$ cat src/rtl/y_edge_pkg.sv
// ============================================================================
//  y_edge_pkg : shared types and default constants for y_edge_tracker
//  Rev 1.0
// ============================================================================
`default_nettype none

package y_edge_pkg;

    localparam int DEBOUNCE_CYCLES_DEF = 4;
    localparam int CNT_W_DEF           = 16;
    localparam int DEB_W               = 8;

    typedef enum logic [1:0] {
        ST_LOW    = 2'd0,
        ST_CONF_H = 2'd1,
        ST_HIGH   = 2'd2,
        ST_CONF_L = 2'd3
    } edge_state_e;

endpackage

`default_nettype wire

$ cat src/rtl/sync_2ff.sv
// ============================================================================
//  sync_2ff : two-flop synchronizer for a single asynchronous bit
//  Rev 1.0
// ============================================================================
`default_nettype none

module sync_2ff (
    input  logic clk,
    input  logic rst_n,
    input  logic d_i,
    output logic q_o
);

    logic meta_q;
    logic sync_q;

    always_ff @(posedge clk) begin
        if (!rst_n) begin
            meta_q <= 1'b0;
            sync_q <= 1'b0;
        end else begin
            meta_q <= d_i;
            sync_q <= meta_q;
        end
    end

    assign q_o = sync_q;

endmodule

`default_nettype wire

$ cat src/rtl/y_edge_tracker.sv
// ============================================================================
//  y_edge_tracker : debounces an asynchronous Y level, emits edge pulses and
//  tracks rise count and the length of the last completed high period.
//  Rev 1.0
// ============================================================================
`default_nettype none

module y_edge_tracker
    import y_edge_pkg::*;
#(
    parameter int DEBOUNCE_CYCLES = DEBOUNCE_CYCLES_DEF,
    parameter int CNT_W           = CNT_W_DEF
) (
    input  logic             clk,
    input  logic             rst_n,
    input  logic             y_in,
    input  logic             enable,
    input  logic             clear,
    output logic             y_stable,
    output logic             rise_pulse,
    output logic             fall_pulse,
    output logic [CNT_W-1:0] rise_count,
    output logic [CNT_W-1:0] high_len,
    output logic             high_len_valid,
    output logic             overflow
);

    localparam logic [DEB_W-1:0] DEB_LAST = DEB_W'(DEBOUNCE_CYCLES - 1);
    localparam logic [CNT_W-1:0] CNT_MAX  = {CNT_W{1'b1}};

    logic y_s;

    sync_2ff u_sync (
        .clk   (clk),
        .rst_n (rst_n),
        .d_i   (y_in),
        .q_o   (y_s)
    );

    edge_state_e      state_q, state_d;
    logic [DEB_W-1:0] deb_cnt_q, deb_cnt_d;
    logic             rise_ev, fall_ev;

    always_comb begin
        state_d   = state_q;
        deb_cnt_d = deb_cnt_q;
        rise_ev   = 1'b0;
        fall_ev   = 1'b0;
        case (state_q)
            ST_LOW: begin
                if (y_s) begin
                    state_d   = ST_CONF_H;
                    deb_cnt_d = DEB_W'(1);
                end
            end
            ST_CONF_H: begin
                if (!y_s) begin
                    state_d   = ST_LOW;
                    deb_cnt_d = '0;
                end else if (deb_cnt_q == DEB_LAST) begin
                    state_d   = ST_HIGH;
                    deb_cnt_d = '0;
                    rise_ev   = 1'b1;
                end else begin
                    deb_cnt_d = deb_cnt_q + DEB_W'(1);
                end
            end
            ST_HIGH: begin
                if (!y_s) begin
                    state_d   = ST_CONF_L;
                    deb_cnt_d = DEB_W'(1);
                end
            end
            ST_CONF_L: begin
                if (y_s) begin
                    state_d   = ST_HIGH;
                    deb_cnt_d = '0;
                end else if (deb_cnt_q == DEB_LAST) begin
                    state_d   = ST_LOW;
                    deb_cnt_d = '0;
                    fall_ev   = 1'b1;
                end else begin
                    deb_cnt_d = deb_cnt_q + DEB_W'(1);
                end
            end
            default: begin
                state_d   = ST_LOW;
                deb_cnt_d = '0;
            end
        endcase
    end

    always_ff @(posedge clk) begin
        if (!rst_n) begin
            state_q   <= ST_LOW;
            deb_cnt_q <= '0;
        end else begin
            state_q   <= state_d;
            deb_cnt_q <= deb_cnt_d;
        end
    end

    logic             y_stable_q, rise_pulse_q, fall_pulse_q;
    logic [CNT_W-1:0] rise_cnt_q, rise_cnt_d;
    logic [CNT_W-1:0] hi_cnt_q, hi_cnt_d;
    logic [CNT_W-1:0] high_len_q, high_len_d;
    logic             hlv_q, hlv_d;
    logic             ovf_q, ovf_d;

    // Statistics update on the same edge the FSM accepts an edge, so the
    // counters line up with the registered pulses.
    always_comb begin
        rise_cnt_d = rise_cnt_q;
        hi_cnt_d   = hi_cnt_q;
        high_len_d = high_len_q;
        hlv_d      = 1'b0;
        ovf_d      = ovf_q;
        if (clear) begin
            rise_cnt_d = '0;
            hi_cnt_d   = '0;
            high_len_d = '0;
            ovf_d      = 1'b0;
        end else if (enable) begin
            if (rise_ev) begin
                hi_cnt_d = CNT_W'(1);
                if (rise_cnt_q == CNT_MAX) begin
                    ovf_d = 1'b1;
                end else begin
                    rise_cnt_d = rise_cnt_q + CNT_W'(1);
                end
            end else if (y_stable_q) begin
                if (hi_cnt_q == CNT_MAX) begin
                    ovf_d = 1'b1;
                end else begin
                    hi_cnt_d = hi_cnt_q + CNT_W'(1);
                end
            end
            if (fall_ev) begin
                high_len_d = hi_cnt_q;
                hlv_d      = 1'b1;
            end
        end
    end

    always_ff @(posedge clk) begin
        if (!rst_n) begin
            y_stable_q   <= 1'b0;
            rise_pulse_q <= 1'b0;
            fall_pulse_q <= 1'b0;
            rise_cnt_q   <= '0;
            hi_cnt_q     <= '0;
            high_len_q   <= '0;
            hlv_q        <= 1'b0;
            ovf_q        <= 1'b0;
        end else begin
            y_stable_q   <= (state_d == ST_HIGH) || (state_d == ST_CONF_L);
            rise_pulse_q <= rise_ev;
            fall_pulse_q <= fall_ev;
            rise_cnt_q   <= rise_cnt_d;
            hi_cnt_q     <= hi_cnt_d;
            high_len_q   <= high_len_d;
            hlv_q        <= hlv_d;
            ovf_q        <= ovf_d;
        end
    end

    assign y_stable       = y_stable_q;
    assign rise_pulse     = rise_pulse_q;
    assign fall_pulse     = fall_pulse_q;
    assign rise_count     = rise_cnt_q;
    assign high_len       = high_len_q;
    assign high_len_valid = hlv_q;
    assign overflow       = ovf_q;

endmodule

`default_nettype wire

$ cat config.mk
export PLATFORM = sky130hd
export DESIGN_NAME = y_edge_tracker
export DESIGN_NICKNAME = d
export VERILOG_FILES = /design/src/rtl/y_edge_pkg.sv /design/src/rtl/sync_2ff.sv /design/src/rtl/y_edge_tracker.sv
export SDC_FILE = /design/constraint.sdc
export NUM_CORES = 1
export LEC_CHECK = 0
export BUFFER_PORTS_ARGS = -buffer_cell sky130_fd_sc_hd__buf_2
export CORE_MARGIN = 2
export CORE_UTILIZATION = 40
export DETAILED_ROUTE_END_ITERATION = 12
export PLACE_DENSITY = 0.7
export SLEW_MARGIN = 20
export SYNTH_ARGS = -nofsm -noshare
export SYNTH_HDL_FRONTEND = slang
export SYNTH_SLANG_ARGS = --single-unit
$ cat constraint.sdc
create_clock -name clk -period 2.5 [get_ports clk]
set_input_delay 0.125 -clock clk [delete_from_list [all_inputs] [get_ports clk]]
set_output_delay 0.125 -clock clk [all_outputs]
set_load 0.005 [all_outputs]
==> out/metrics.yaml <==
status: "complete, no violations"
totalWireLength_mm: 5.76
r2r_slack_ns: 0.27
power_density_nw_per_um2: 584
finalSetupViolations: 0
grt_pass1_wl_mm: 9.78
hold_path.class: "input port to flip-flop"
start_util: 0.414
hpwl_mm: 4.17
fmaxAchievable_ghz: 0.447
tightest_slew_ns: 0.667
rsz0062_at_grt: "false"
routed-via-count: 2399
clockBufferDepth: 2
max_slew_margin: 0.551
cts-htree-levels: 3
core_area_um2: 6790
skew_ns: 0.0132
cts_root_buffer: "clkbuf_8"
ys_types: 39
min_period_over_period: 0.894
p_leak_nw: 1.34
r2r_end: "rise_count[13]"
synth_edf_count: 0
final_nets: 371
yosys_warnings: 0
die_h_um: 87.8
setup_ws_ns: 0.265
final_max_slew_viol_count: 0
power.total_mw: 1.95
whs_endpoint: "state_q[0]"
cts_made_buffers: 9
path_delay_family: "simple AND/OR/NAND/NOR gates"
netlist_area_um2: 2810
ant_nets: 0
clock-sinks: 64
yosys.area.top_type: "dfxtp_1"
drive_gt1_frac: 0.190
ys.flop_type: "dfxtp_1"
slowest_delay_ns: 0.52
gp_congestion: 0.817
r2r-start: "deb_cnt_q[0]"
drt-wirelength-per-cell_um: 12.4
antenna_found_initial: 0
cp.required_ns: 2.77
io_buffers: 41
register_area_um2: 1280
drc: 0
netlist.area_leader.share: 0.456
critPathKind: "flip-flop to flip-flop"
syn_avg_cell_area_um2: 8.95
drt-pass1-iter-count: 4
dp_worst_setup_slack_ns: 0.150
grt_max_degree: 38
r2r_cells: 6
async_flop_share: 0
ioPinCount: 42
tns_ns: 0
synthTopCellsByArea: "dfxtp_1 (46%), mux2i_1 (6.4%), nor2_1 (6.4%)"
syn2layout_area_growth_pct: 19.0
multiInputGateArea_um2: 1480
yosysMostFrequentCell: "dfxtp_1"
clkSlewWorstSetupHoldPaths_ns: 0.07
synth_cells: 314
die-area_um2: 7710
grt-ovfl-total: 0
cp_slowest_cell: "or4b_4"
cts_setup_buffers: 0
core.rowCount: 30
synth_nets: 322
grt_pass1_vias: 2130
first_iter_violations: 96
cp_data_arrival_time_ns: 2.51
yosys_register_bits: 64
fin_crit_ns: 2.23
maxCapViolations: 0
ir_drop_uv: 262
startpoint_type: "flip-flop"
clock_latency_ns: 0.34
hold_viol_final: 0
cp_max_fo: 8
whs_path_depth: 3
grt_use_total: 0.162
n_fill_cell: 639
diodes: 0
cts_tree: "built"
path_buf_inv: 0
dieWidth_um: 87.8
synth_common_cells: "dfxtp_1 (64), nor2_1 (48), nand2_1 (21), mux2i_1 (18), nand3_1 (17)"
path_cells: "ha_1 > or4b_4 > nor3_4 > o2111ai_2 > or3_1 > a21oi_1"
crit_path_end_kind: "flip-flop"
via_per_inst: 5.17
ys_seq_area_frac: 0.456
hp-start: "rst_n"
whs_ns: 0.0912
-- tightest hold or removal path: stages --
cell and delay, ns:
buf_2 0.15, nand2_1 0.07, nor2_1 0.04
-- through the flow --
step,std cells,area [µm²],utilization
2_1_floorplan,314,2810,-
3_3_place_gp,447,3130,0.461
3_5_place_dp,447,3130,0.461
4_1_cts,464,3340,0.492
5_1_grt,464,3340,0.492
6_report,464,3340,0.492
-- what timing repair did --
action | 4_1_cts | 5_1_grt
endpoints found under the setup margin | 0 | 1
hold buffers | 1 | 0
hold endpoints to repair | 1 | 0
gates resized for setup | 0 | 1
-- metal layers --
layer  vias up  GRT usage  wire length, µm
met5         -          0                0
met4         0     0.0839              126
li1       1232          -                -
met2        49      0.257             2670
met3        10     0.0377              219
met1      1108      0.205             2750
-- kinds of logic (layout without fill, tap and decap cells) --
logic type      count (synthesis)  in the layout  share of synthesized area
compound gates                 46             46                      0.100
fa+ha+maj                       3              3                     0.0134
simple gates                  151            151                      0.285
buf+inv                        12             66                     0.0196
mux                            18             18                     0.0641
xor+xnor                       20             20                     0.0623
flops                          64             64                      0.456
-- how the worst max path moves through the flow --
stage                      start             end  slack, ns  cells past startpoint
finish              deb_cnt_q[0]  rise_count[13]       0.27                      6
global route        deb_cnt_q[0]  rise_count[13]       0.02                      6
floorplan           deb_cnt_q[0]   rise_count[1]       0.42                      7
global placement    deb_cnt_q[0]    hi_cnt_q[12]       0.22                      6
CTS                 deb_cnt_q[0]    hi_cnt_q[11]       0.14                      6
detailed placement  deb_cnt_q[0]    hi_cnt_q[12]       0.15                      6
-- cell usage in the layout (no fill, tap or decap), types with 9 or more instances in the layout --
| cell type | instances |
|---|---|
| a21oi_1 | 16 |
| buf_2 | 41 |
| clkbuf_8 | 11 |
| dfxtp_1 | 64 |
| mux2i_1 | 18 |
| nand2_1 | 21 |
| nand3_1 | 17 |
| nand4_1 | 9 |
| nor2_1 | 48 |
| o21ai_0 | 15 |
| or3_1 | 11 |
| xnor2_1 | 11 |
| xor2_1 | 9 |
-- flip-flops by register name (all words and copies together), names as in the netlist --
| register | count |
|---|---|
| u_sync.meta_q | 1 |
| high_len | 16 |
| state_q | 1 |
| overflow | 1 |
| rise_count | 16 |
| deb_cnt_q | 8 |
| rise_pulse | 1 |
| hi_cnt_q | 16 |
| high_len_valid | 1 |
| y_stable | 1 |
| fall_pulse | 1 |
| u_sync.q_o | 1 |
-- where the power goes --
part           switching (mW)  leakage, nW  internal (mW)
Sequential            0.00264        0.516           1.02
Clock                   0.382        0.103          0.513
Combinational          0.0227        0.723         0.0121
-- final cells by class --
| class | count | share of cell area |
|---|---|---|
| clock buffers | 13 | 0.0475 |
| clock inverters | 3 | 0.0120 |
| inverters | 2 | 0.00224 |
| multi-input cells | 238 | 0.441 |
| flip-flops and latches | 64 | 0.383 |
| well taps | 96 | 0.0359 |
| repair buffers | 48 | 0.0778 |
No activity file was read; power rests on OpenSTA's default activity.
